[src/rtl/fp_addsub_param.sv]
// fp_addsub_param: multi-cycle floating-point adder/subtractor with
// round-to-nearest-even, subnormal flush-to-zero and exception flags.
// One operation in flight; start/done handshake.
module fp_addsub_param #(
    parameter int EXP_W = 8,
    parameter int MAN_W = 23
) (
    input  logic                 clk,
    input  logic                 reset,
    input  logic                 start,
    input  logic                 op,
    input  logic [EXP_W+MAN_W:0] a,
    input  logic [EXP_W+MAN_W:0] b,
    output logic [EXP_W+MAN_W:0] sum,
    output logic                 done,
    output logic                 busy,
    output logic [3:0]           flags
);
    localparam int W  = 1 + EXP_W + MAN_W;
    localparam int SW = MAN_W + 5;   // {carry, hidden, frac, G, R, S}
    localparam logic [EXP_W-1:0] EMAX = '1;
    localparam logic [EXP_W-1:0] DMAX = EXP_W'(MAN_W + 2);
    localparam logic [EXP_W:0]   ONE  = (EXP_W+1)'(1);
    localparam logic [W-1:0]     QNAN = {1'b0, {EXP_W{1'b1}}, 1'b1, {(MAN_W-1){1'b0}}};

    typedef enum logic [2:0] {
        S_IDLE, S_CHECK, S_ALIGN, S_ADD, S_NORM, S_ROUND, S_DONE
    } state_t;

    state_t         state_q, state_d;
    logic [W-1:0]   opa_q, opa_d, opb_q, opb_d;
    logic           sign_q, sign_d, sub_q, sub_d;
    logic [EXP_W:0] exp_q, exp_d;
    logic [SW-1:0]  ml_q, ml_d, ms_q, ms_d;
    logic [W-1:0]   sum_q, sum_d, res_c;
    logic [3:0]     flags_q, flags_d, flg_c;
    logic           done_q, done_d, busy_q, busy_d;

    // Operand fields (b already carries the op-adjusted sign)
    logic             sa, sb;
    logic [EXP_W-1:0] ea, eb;
    logic [MAN_W-1:0] fa, fb;
    logic             nan_a, nan_b, inf_a, inf_b, zero_a, zero_b;

    assign {sa, ea, fa} = opa_q;
    assign {sb, eb, fb} = opb_q;
    assign nan_a  = (ea == EMAX) && (fa != '0);
    assign nan_b  = (eb == EMAX) && (fb != '0);
    assign inf_a  = (ea == EMAX) && (fa == '0);
    assign inf_b  = (eb == EMAX) && (fb == '0);
    assign zero_a = (ea == '0);
    assign zero_b = (eb == '0);

    // Alignment: larger magnitude by {exp,frac}, smaller shifted right with sticky
    logic             a_big, sl, ss;
    logic [EXP_W-1:0] el, es, dexp;
    logic [MAN_W-1:0] fl, fs;
    logic [SW-1:0]    sig_s, sig_sh, lost;

    assign a_big  = {ea, fa} >= {eb, fb};
    assign {sl, el, fl} = a_big ? opa_q : opb_q;
    assign {ss, es, fs} = a_big ? opb_q : opa_q;
    assign dexp   = el - es;
    assign sig_s  = {2'b01, fs, 3'b000};
    assign sig_sh = sig_s >> dexp;
    assign lost   = sig_s & ~({SW{1'b1}} << dexp);

    // Significand add/subtract (L >= S, so subtraction never goes negative)
    logic [SW-1:0] add_res;
    assign add_res = sub_q ? (ml_q - ms_q) : (ml_q + ms_q);

    // Round to nearest even on G/R/S
    logic             g, r, st, inc, rcarry, rhid;
    logic [MAN_W+1:0] rnd;
    logic [EXP_W:0]   exp_r;

    assign {g, r, st} = ml_q[2:0];
    assign inc    = g & (r | st | ml_q[3]);
    assign rnd    = {1'b0, ml_q[SW-2:3]} + (MAN_W+2)'(inc);
    assign rcarry = rnd[MAN_W+1];
    assign rhid   = rcarry | rnd[MAN_W];
    assign exp_r  = exp_q + (EXP_W+1)'(rcarry);

    // Next-state, datapath and result selection
    always_comb begin
        state_d = state_q;
        opa_d   = opa_q;
        opb_d   = opb_q;
        sign_d  = sign_q;
        sub_d   = sub_q;
        exp_d   = exp_q;
        ml_d    = ml_q;
        ms_d    = ms_q;
        sum_d   = sum_q;
        flags_d = flags_q;
        busy_d  = busy_q;
        res_c   = '0;
        flg_c   = '0;
        unique case (state_q)
            S_IDLE: begin
                if (start) begin
                    opa_d   = a;
                    opb_d   = b ^ {op, {(W-1){1'b0}}};
                    busy_d  = 1'b1;
                    state_d = S_CHECK;
                end
            end
            S_CHECK: begin
                state_d = S_DONE;
                if (nan_a || nan_b || (inf_a && inf_b && (sa != sb))) begin
                    res_c = QNAN;
                    flg_c = 4'b1000;
                end else if (inf_a)           res_c = opa_q;
                else if (inf_b)               res_c = opb_q;
                else if (zero_a && zero_b)    res_c = {sa & sb, {(W-1){1'b0}}};
                else if (zero_a)              res_c = opb_q;
                else if (zero_b)              res_c = opa_q;
                else                          state_d = S_ALIGN;
            end
            S_ALIGN: begin
                sign_d  = sl;
                sub_d   = sl ^ ss;
                exp_d   = {1'b0, el};
                ml_d    = {2'b01, fl, 3'b000};
                ms_d    = (dexp > DMAX) ? SW'(1) : (sig_sh | SW'(|lost));
                state_d = S_ADD;
            end
            S_ADD: begin
                if (add_res == '0) begin
                    state_d = S_DONE;   // exact cancellation gives +0
                end else begin
                    ml_d    = add_res;
                    state_d = S_NORM;
                end
            end
            S_NORM: begin
                if (ml_q[SW-1]) begin
                    ml_d    = {1'b0, ml_q[SW-1:2], ml_q[1] | ml_q[0]};
                    exp_d   = exp_q + ONE;
                    state_d = S_ROUND;
                end else if (ml_q[SW-2] || exp_q == ONE) begin
                    state_d = S_ROUND;
                end else begin
                    ml_d  = ml_q << 1;
                    exp_d = exp_q - ONE;
                end
            end
            S_ROUND: begin
                state_d = S_DONE;
                if (!rhid) begin
                    res_c = {sign_q, {(W-1){1'b0}}};
                    flg_c = 4'b0011;
                end else if (exp_r >= {1'b0, EMAX}) begin
                    res_c = {sign_q, EMAX, {MAN_W{1'b0}}};
                    flg_c = 4'b0101;
                end else begin
                    res_c = {sign_q, exp_r[EXP_W-1:0], rnd[MAN_W-1:0]};
                    flg_c = {3'b000, g | r | st};
                end
            end
            S_DONE: begin
                busy_d  = 1'b0;
                state_d = S_IDLE;
            end
            default: state_d = S_IDLE;
        endcase
        if (state_d == S_DONE && state_q != S_DONE) begin
            sum_d   = res_c;
            flags_d = flg_c;
        end
        done_d = (state_d == S_DONE);
    end

    // State register
    always_ff @(posedge clk or posedge reset) begin
        if (reset) state_q <= S_IDLE;
        else       state_q <= state_d;
    end

    // Datapath and output registers
    always_ff @(posedge clk or posedge reset) begin
        if (reset) begin
            opa_q   <= '0;
            opb_q   <= '0;
            sign_q  <= 1'b0;
            sub_q   <= 1'b0;
            exp_q   <= '0;
            ml_q    <= '0;
            ms_q    <= '0;
            sum_q   <= '0;
            flags_q <= '0;
            done_q  <= 1'b0;
            busy_q  <= 1'b0;
        end else begin
            opa_q   <= opa_d;
            opb_q   <= opb_d;
            sign_q  <= sign_d;
            sub_q   <= sub_d;
            exp_q   <= exp_d;
            ml_q    <= ml_d;
            ms_q    <= ms_d;
            sum_q   <= sum_d;
            flags_q <= flags_d;
            done_q  <= done_d;
            busy_q  <= busy_d;
        end
    end

    assign sum   = sum_q;
    assign flags = flags_q;
    assign done  = done_q;
    assign busy  = busy_q;

endmodule
[config.mk]
export PLATFORM = sky130hd
export DESIGN_NAME = fp_addsub_param
export DESIGN_NICKNAME = d
export VERILOG_FILES = /design/src/rtl/fp_addsub_param.sv
export SDC_FILE = /design/constraint.sdc
export NUM_CORES = 1
export LEC_CHECK = 0
export ABC_AREA = 1
export ABC_CLOCK_PERIOD_IN_PS = 15170
export CORE_ASPECT_RATIO = 0.75
export CORE_MARGIN = 8
export CORE_UTILIZATION = 50
export DETAILED_ROUTE_END_ITERATION = 8
export GPL_TIMING_DRIVEN = 0
export PLACE_DENSITY = 0.7
export SLEW_MARGIN = 20
export SYNTH_ARGS = -nofsm -noshare
export SYNTH_HDL_FRONTEND = slang
export SYNTH_SLANG_ARGS = --single-unit
[constraint.sdc]
create_clock -name clk -period 15.17 [get_ports clk]
set_clock_uncertainty 0.15 [all_clocks]
set_input_delay 3.034 -clock clk [delete_from_list [all_inputs] [get_ports clk]]
set_output_delay 3.034 -clock clk [all_outputs]
set_load 0.005 [all_outputs]
==> results.toml <==
[logic_synthesis]
ys_warn_count = 0
synth_top_area_frac = 0.290
syn_area_mm2 = 0.0147
synth_async_sr_flop_share = 1.00
yosys.area.top_type = "dfrtp_1"
synth_fp_nets = 2365
syn_inst = 2229
ys_seq_area_frac = 0.290
ys_types = 61
synthTopCellsByCount = "nand2_1 (592), inv_1 (260), o21ai_0 (213), nand3_1 (173), dfrtp_1 (171)"
yosysMostFrequentCell = "nand2_1"
syn_area_per_cell_um2 = 6.61
synth_ff_type = "dfrtp_1"
synth_seq_cells = 171
synth_edf_count = 0
ys_top_cells_by_area = "dfrtp_1 (29%), nand2_1 (15%), o21ai_0 (7.2%), inv_1 (6.6%), nand3_1 (5.9%)"

[die]
core-area_mm2 = 0.0291
io-pin-count = 106
start_util = 0.507
die-area_mm2 = 0.0353
die_x_um = 214
die_h_um = 165
num_rows = 54

[detailed_routing]
vias = 16800
antenna_left = 0
post-route-drc-count = 0
drt_pass1_iterations = 6
routedWlPerCell_um = 21.8
vias_per_cell = 6.09
dr.first_iter.drc_count = 2576
drt-total-wl_um = 60100

[timing]
slew_viol_final = 0
final_hold_viol_count = 0
setup_tns_ns = 0
slew_headroom = 0.199
worstMarginPinSlew_ns = 1.20
fmax_mhz = 168
post-route-period-util = 0.393
min_period_ns = 5.95
rsz0062_at_grt = "no"
final-setup-viol-count = 0

[worst_hold_path]
hold_class = "register to register"
min_delay_path_depth = 2

[global_route]
grtUsageTotal = 0.332
antenna_found_initial = 1
grt_pass1_vias = 15200
grt_max_degree = 101
grt_pass1_wl_um = 90700
grt.overflow.total = 0

[placement]
io_buffers = 105
gp_congestion = 1.03
dp_hpwl_um = 48000

[critical_path]
cp_slowest_cell = "o31ai_1"
r2r_slack_ns = 9.22
worstPathRequired_ns = 15.35
endpoint_kind = "register"
worstSetupStartpoint = "ms_q[0]"
slowest_delay_ns = 0.45
r2r-end = "flags[0]"
reg2reg_depth = 31
worstSetupStartpointType = "register"
path_max_fanout = 10
crit_arrival_ns = 6.14
crit_path_end = "flags[0]"
path_common_cell = "nand2_1"
critical_path_class = "register to register"
r2r-start = "ms_q[0]"

[clocking]
worstSkewPairLatency_ns = 0.46
cts_buffers = 17
cts.repair.resized = 0
cts_tree = "yes"
ctsHoldBuffers = 0
cts.reportedPaths.clkPinSlew_ns = 0.07
cts_sinks = 171
htree_num_levels = 4
cts_root_buf = "clkbuf_16"
cts_setup_buffers = 0
cts_buffer_depth = 2

[cells_and_area]
drive_above_1_share = 0.0596
post-route-util = 0.582
antenna_cells = 0
syn_to_final_growth_pct = 14.8
nets = 2490

[job]
cap_violations = 0

[status]
status = "finished, final reports clean"
## worst max-delay path, delay by kind of cell (launching register included)
family	cells	cell delay, ns
buffers and inverters	5	0.58
adder cells (fa/ha/maj)	2	0.52
AO/OA/AOI/OAI	3	0.75
AND/OR/NAND/NOR	19	3.14
flip-flops	1	0.41
XOR/XNOR	2	0.28
## layer usage
layer	GRT usage	routed length [µm]	share of wire	up-vias
met5	0	0	0	-
met4	0.0892	1530	0.025	0
met3	0.117	8610	0.14	110
met2	0.461	23800	0.40	1080
met1	0.479	26100	0.43	7938
li1	-	-	-	7676
## cell type report
cell class              count  area [µm²]
well taps                 392         490
plain buffers              97         448
inverters                 287        1080
clock inverters            10         141
repair buffers            106        1080
multi-input cells        1674        8930
clock buffers              21         460
fillers                  2857       12100
flip-flops and latches    171        4280
## worst min-delay path by stage
| stage | from | to |
|---|---|---|
| floorplan | ml_q[0] | ml_q[0] |
| global placement | sum[8] | sum[8] |
| detailed placement | sum[21] | sum[21] |
| CTS | sum[4] | sum[4] |
| global route | sum[26] | sum[26] |
| finish | sum[4] | sum[4] |
## layout by cell type (no fill, tap or decap), drive strengths merged, types with 67 or more instances in the layout
| cell | instances |
|---|---|
| a21oi | 114 |
| clkbuf | 79 |
| clkdlybuf4s50 | 105 |
| dfrtp | 171 |
| ha | 67 |
| inv | 282 |
| nand2 | 609 |
| nand3 | 179 |
| nor2 | 154 |
| o21ai | 250 |
## sequential cells by signal, indices dropped and copies added (netlist names)
signal,cells
opa_q,32
opb_q,32
sum,32
ml_q,28
ms_q,27
exp_q,9
flags,4
state_q,3
busy,1
done,1
sign_q,1
sub_q,1
## logic make-up (layout without fill, tap and decap cells)
family	after synthesis	after routing	share of synthesized area
flops	171	171	0.290
compound gates	489	489	0.192
simple gates	1048	1048	0.315
mux	2	2	0.00136
xor+xnor	67	67	0.0398
fa+ha+maj	68	68	0.0582
buf+inv	384	521	0.103
## through the flow
step | cell area, µm² | worst slack (ns) | instances | hold slack, ns
final | 16900 | 9.22 | 2758 | 0.321
after global routing | 16900 | 8.66 | 2758 | 0.357
after floorplan | 14700 | 7.35 | 2229 | 0.314
after detailed placement | 16300 | 9.30 | 2727 | 0.308
after CTS | 16900 | 9.31 | 2758 | 0.326
after global placement | 16300 | 4.92 | 2726 | 0.303
Power is left out: the tool's default activity adds up to more than one toggle a clock period on the data nets, which glitch-free logic cannot reach.
